===== src/rtl/mem_arbiter_pkg.sv =====
// Shared types and constants for the instruction/data memory arbiter:
// direction codes, grant identifiers, FSM states and the data-space relocation helper.
package mem_arbiter_pkg;

    localparam logic DIRECTION_READ  = 1'b0;
    localparam logic DIRECTION_WRITE = 1'b1;

    localparam logic GRANT_I = 1'b0;
    localparam logic GRANT_D = 1'b1;

    typedef enum logic [2:0] {
        ST_IDLE   = 3'd0,
        ST_I_BUSY = 3'd1,
        ST_D_BUSY = 3'd2,
        ST_I_DONE = 3'd3,
        ST_D_DONE = 3'd4
    } state_t;

    // Data space sits at base + zero-extended 8-bit address, wrapping at 64K.
    function automatic logic [15:0] d_map(input logic [15:0] base, input logic [7:0] addr);
        return base + {8'h00, addr};
    endfunction

endpackage


===== src/rtl/mem_arbiter.sv =====
// Round-robin share of one 4-phase memory port between I-fetch and data ports; 1 cycle req->m_req and m_ack->ack.
// A port waits (ack low) while the other is served; a watchdog aborts unacknowledged accesses and sets sticky err.
module mem_arbiter
    import mem_arbiter_pkg::*;
#(
    parameter logic [15:0] D_BASE  = 16'h8000,
    parameter logic [15:0] TIMEOUT = 16'd255
) (
    input  logic        clk,
    input  logic        rst,
    input  logic        i_req,
    input  logic [15:0] i_addr,
    output logic        i_ack,
    output logic [7:0]  i_rdata,
    input  logic        d_req,
    input  logic        d_dir,
    input  logic [7:0]  d_addr,
    input  logic [7:0]  d_wdata,
    output logic        d_ack,
    output logic [7:0]  d_rdata,
    output logic        m_req,
    output logic        m_dir,
    output logic [15:0] m_addr,
    output logic [7:0]  m_wdata,
    input  logic        m_ack,
    input  logic [7:0]  m_rdata,
    output logic        err
);

    state_t      state, state_nxt;
    logic        last_grant, last_grant_nxt;
    logic [15:0] wdog, wdog_nxt;
    logic        m_req_nxt, m_dir_nxt, i_ack_nxt, d_ack_nxt, err_nxt;
    logic [15:0] m_addr_nxt;
    logic [7:0]  m_wdata_nxt, i_rdata_nxt, d_rdata_nxt;
    logic        pick_d;
    logic        finish;

    always_ff @(posedge clk or posedge rst) begin
        if (rst) begin
            state      <= ST_IDLE;
            last_grant <= GRANT_D;
            wdog       <= '0;
            m_req      <= 1'b0;
            m_dir      <= 1'b0;
            m_addr     <= '0;
            m_wdata    <= '0;
            i_ack      <= 1'b0;
            d_ack      <= 1'b0;
            i_rdata    <= '0;
            d_rdata    <= '0;
            err        <= 1'b0;
        end else begin
            state      <= state_nxt;
            last_grant <= last_grant_nxt;
            wdog       <= wdog_nxt;
            m_req      <= m_req_nxt;
            m_dir      <= m_dir_nxt;
            m_addr     <= m_addr_nxt;
            m_wdata    <= m_wdata_nxt;
            i_ack      <= i_ack_nxt;
            d_ack      <= d_ack_nxt;
            i_rdata    <= i_rdata_nxt;
            d_rdata    <= d_rdata_nxt;
            err        <= err_nxt;
        end
    end

    always_comb begin
        state_nxt      = state;
        last_grant_nxt = last_grant;
        wdog_nxt       = wdog;
        m_req_nxt      = m_req;
        m_dir_nxt      = m_dir;
        m_addr_nxt     = m_addr;
        m_wdata_nxt    = m_wdata;
        i_ack_nxt      = i_ack;
        d_ack_nxt      = d_ack;
        i_rdata_nxt    = i_rdata;
        d_rdata_nxt    = d_rdata;
        err_nxt        = err;
        // D wins only when alone or when I was served last.
        pick_d         = d_req && (!i_req || (last_grant == GRANT_I));
        finish         = m_ack || (wdog == TIMEOUT - 16'd1);

        case (state)
            ST_IDLE: begin
                if ((i_req || d_req) && !m_ack) begin
                    m_req_nxt = 1'b1;
                    wdog_nxt  = '0;
                    if (pick_d) begin
                        state_nxt   = ST_D_BUSY;
                        m_addr_nxt  = d_map(D_BASE, d_addr);
                        m_dir_nxt   = d_dir;
                        m_wdata_nxt = d_wdata;
                    end else begin
                        state_nxt  = ST_I_BUSY;
                        m_addr_nxt = i_addr;
                        m_dir_nxt  = DIRECTION_READ;
                    end
                end
            end
            ST_I_BUSY, ST_D_BUSY: begin
                if (finish) begin
                    // Aborted reads return 00 so a stale byte is never mistaken for data.
                    m_req_nxt = 1'b0;
                    if (!m_ack) err_nxt = 1'b1;
                    if (state == ST_D_BUSY) begin
                        d_ack_nxt      = 1'b1;
                        last_grant_nxt = GRANT_D;
                        state_nxt      = ST_D_DONE;
                        if (m_dir == DIRECTION_READ) d_rdata_nxt = m_ack ? m_rdata : 8'h00;
                    end else begin
                        i_ack_nxt      = 1'b1;
                        last_grant_nxt = GRANT_I;
                        state_nxt      = ST_I_DONE;
                        i_rdata_nxt    = m_ack ? m_rdata : 8'h00;
                    end
                end else begin
                    wdog_nxt = wdog + 16'd1;
                end
            end
            ST_I_DONE: begin
                if (!i_req && !m_ack) begin
                    i_ack_nxt = 1'b0;
                    state_nxt = ST_IDLE;
                end
            end
            ST_D_DONE: begin
                if (!d_req && !m_ack) begin
                    d_ack_nxt = 1'b0;
                    state_nxt = ST_IDLE;
                end
            end
            default: state_nxt = ST_IDLE;
        endcase
    end

endmodule

===== config.mk =====
export PLATFORM = sky130hd
export DESIGN_NAME = mem_arbiter
export DESIGN_NICKNAME = d
export VERILOG_FILES = /design/src/rtl/mem_arbiter_pkg.sv /design/src/rtl/mem_arbiter.sv
export SDC_FILE = /design/constraint.sdc
export NUM_CORES = 1
export LEC_CHECK = 0
export ABC_AREA = 0
export CORE_ASPECT_RATIO = 1.1
export CORE_MARGIN = 3
export CORE_UTILIZATION = 28
export CTS_BUF_LIST = sky130_fd_sc_hd__clkbuf_2
export CTS_CLUSTER_SIZE = 10
export DETAILED_ROUTE_END_ITERATION = 10
export PLACE_DENSITY = 0.57
export SYNTH_ARGS = -nofsm -noshare
export SYNTH_HDL_FRONTEND = slang
export SYNTH_SLANG_ARGS = --single-unit

===== constraint.sdc =====
create_clock -name clk -period 2.7 [get_ports clk]
set_input_delay 0.54 -clock clk [delete_from_list [all_inputs] [get_ports clk]]
set_output_delay 0.54 -clock clk [all_outputs]
set_load 0.01 [all_outputs]

==> summary.txt <==
Pwr
  • Comb power frac: 0.443
  • Switching Share: 0.3603
  • Clock power frac: 0.162
  • Power density cells: approximately 1000 nW/um^2
  • Internal Power: 2.644 mW
  • VDD IR max: 0.3851 mV
  • Total power: 4.132 mW
  • Leakage power: between 1.5 and 2 nW
  • Sequential power share: 0.395
  • P_sw: between 1 and 1.5 mW

Synth
  • Post-synth top flop: dfrtp_1
  • Top cells by area, synth: dfrtp_1, nand2_1, a22o_1, o21ai_0, mux2i_1
  • FF+latch count, synth: between 60 and 70
  • Yosys warns: 0
  • Leading area contributor after synthesis: dfrtp_1
  • Most common library cells after synthesis: dfrtp_1, nand2_1, o21ai_0, nand3_1, a22o_1
  • Average cell area after synthesis: 10.43 sq um
  • Syn_nets: approximately 330
  • Synth Instances: between 200 and 300
  • Cell with the most instances after synthesis: dfrtp_1
  • Top-area cell type share of the netlist area: 0.5389
  • Synth Cell Area: 2972 sq um
  • Seq/Total Area, Yosys: 0.5478
  • Post-synth cell types: between 40 and 50
  • Number of flops mapped to enable cells by yosys: 0
  • Async SR Flop Fraction: 1.000

Timing
  • RSZ-0062 raised after global routing: no
  • Layout Skew: between 0.015 and 0.02 ns
  • Final Max Tran Viols: 0
  • Final worst path period share: 0.8657
  • Slew @ Worst Pin: approximately 0.56 ns
  • Final setup fails: 0
  • TNS Setup: 0 ns
  • Fmax: roughly 0.43 GHz
  • Final Critical Period: approximately 2.3 ns
  • Hold WS: 0.3242 ns
  • Max_slew headroom: 0.6261
  • Fin. Hold Viols: 0

Route
  • Initial DRC Count: about 170
  • DRC violations left: 0
  • Drt wl/cell: around 14 um
  • Via count: 2522
  • Antenna-violating nets left: 0
  • First-pass DRT Iterations: 4
  • Drt total wl: 7.409 mm
  • Via density: 4.813

Clock tree
  • CTS Hold Buffers Added: 0
  • Clock latency at the later pin of the worst-skew pair: 0.49 ns
  • Setup Buffers After CTS: 0
  • H-tree depth: 3
  • # clock sinks: 65
  • Clock tree buffer depth: 2
  • Clock tree from TritonCTS: yes
  • Root buf cell: clkbuf_2
  • Worst-path clk slew: approximately 0.19 ns
  • Cts repair resizes: 0
  • Cts bufs inserted: 9

Cells and area
  • Ant. Diodes: 0
  • Fin util: 0.4122
  • Final non-filler cell total: ~520
  • Layout cell share with drive strength beyond 1: 0.1042
  • Nets: roughly 430
  • Sequential cell area: between 1500 and 2000 sq um
  • P&R area growth vs syn: 40.46%
  • Area taken by multi-input logic gates: 1246 sq um
  • Filler Cell Count: 990

Worst hold path
  • Hold Crit Class: input port to asynchronous set/reset pin

Die
  • Num ports: ~90
  • Core Region: between 10000 and 15000 sq um
  • FP Rows: 38
  • Initial Utilization: 0.2934
  • Total Die Area: 11890 sq um
  • Die Wd: 104.2 um
  • Die Y: approximately 110 um

Global route
  • Congestion Overflow GR: 0
  • Initial antenna violation count: 0
  • Gr usage total: 0.1292
  • Largest net degree at the start of global routing: 51
  • Global-route wire length before repair: roughly 12 mm
  • Vias in the first global route: about 2400

Placed design
  • Inst Count DP: between 500 and 600
  • DP HPWL: ~5.3 mm
  • Number of port buffers: 90
  • Routability congestion estimate: 0.7987

Setup path
  • Crit path arrival time: 2.71 ns
  • CP bufs+invs: 0
  • Cell depth of the worst setup path: 5
  • Max incr delay on CP: around 0.54 ns
  • Cells along the critical path: or4_4 > nor4_4 > nand2b_1 > or3_1 > o21ai_0
  • CP max-delay cell: or4_4
  • Setup crit end kind: register
  • Critical-path maximum fanout: 13
  • R2R depth: 5
  • Startpoint types: register
  • Data required time of the critical path: approximately 3 ns
  • Worst r2r src: wdog[10]
  • Crit path from: wdog[10]
  • Crit-path leading delay family: simple AND/OR/NAND/NOR gates
  • WS Path Type: register to register

Flow run
  • Max_cap viols: 0

Run status
  • Status: finished clean
## layout by cell type (no fill, tap or decap), types with 4 or more instances in the layout
cell type and n:
a21oi_1 6, a22o_1 16, buf_4 6, clkbuf_2 10
clkdlybuf4s50_1 90, dfrtp_1 64, inv_1 6, mux2_2 8
mux2i_1 9, nand2_1 40, nand3_1 17, nand4_1 5
nor2_1 15, o21ai_0 27, o31ai_1 4, or3_1 8
## worst paths after layout
| check | end | slack [ns] |
|---|---|---|
| worst max-delay path | wdog[15] | 0.36 |
| worst min-delay path | m_wdata[0] | 0.32 |
| worst max register to register | wdog[15] | 0.36 |
| worst min register to register | err | 0.49 |
| max in group asynchronous | last_grant | 1.75 |
| min in group clk | err | 0.49 |
## layout make-up
cell class | instances | area share
clock buffer | 10 | 0.01199
clock inverter | 6 | 0.01978
inverter | 7 | 0.006295
multi-input combinational | 199 | 0.2986
sequential | 65 | 0.3900
tap | 140 | 0.04197
timing repair buffer | 97 | 0.2314
## power by group through the flow
stage | Clock, mW | Sequential, mW | Combinational (mW)
after floorplan | 0 | 1.70 | 0.895
after global placement | 0 | 1.65 | 1.84
after detailed placement | 0 | 1.65 | 1.86
after CTS | 0.699 | 1.64 | 1.86
after global routing | 0.745 | 1.69 | 2.03
final | 0.670 | 1.63 | 1.83
## metal layers
metal  up-vias  global-route usage  wire [um]
met5         -                   0          0
met4         0             0.04078         72
met3         6             0.04867        570
met2        87              0.1907       3419
met1      1221              0.1762       3346
li1       1208                   -          -
## per-stage QoR
| stage | area (sq um) | worst slack, ns |
|---|---|---|
| 6_report | 4174 | 0.3626 |
| 3_3_place_gp | 4041 | 0.4031 |
| 4_1_cts | 4174 | 0.3254 |
| 2_1_floorplan | 2972 | 0.5352 |
| 5_1_grt | 4174 | 0.1579 |
| 3_5_place_dp | 4041 | 0.3567 |
## sequential cells by signal, indices dropped and copies added, names as in the netlist
signal	flops
m_addr	16
wdog	16
d_rdata	8
i_rdata	8
m_wdata	8
state	3
d_ack	1
err	1
i_ack	1
last_grant	1
m_dir	1
m_req	1
## logic make-up (layout without fill, tap and decap cells)
group	Yosys count	after routing	synth area share
AND/OR/NAND/NOR	113	113	0.1975
multiplexers	17	17	0.06063
XOR/XNOR	1	1	0.002948
AO/OA/AOI/OAI	66	66	0.1486
adder cells (fa/ha/maj)	2	2	0.008420
buffers and inverters	21	120	0.03411
flip-flops	65	65	0.5478
(Power assumes the default switching activity.)
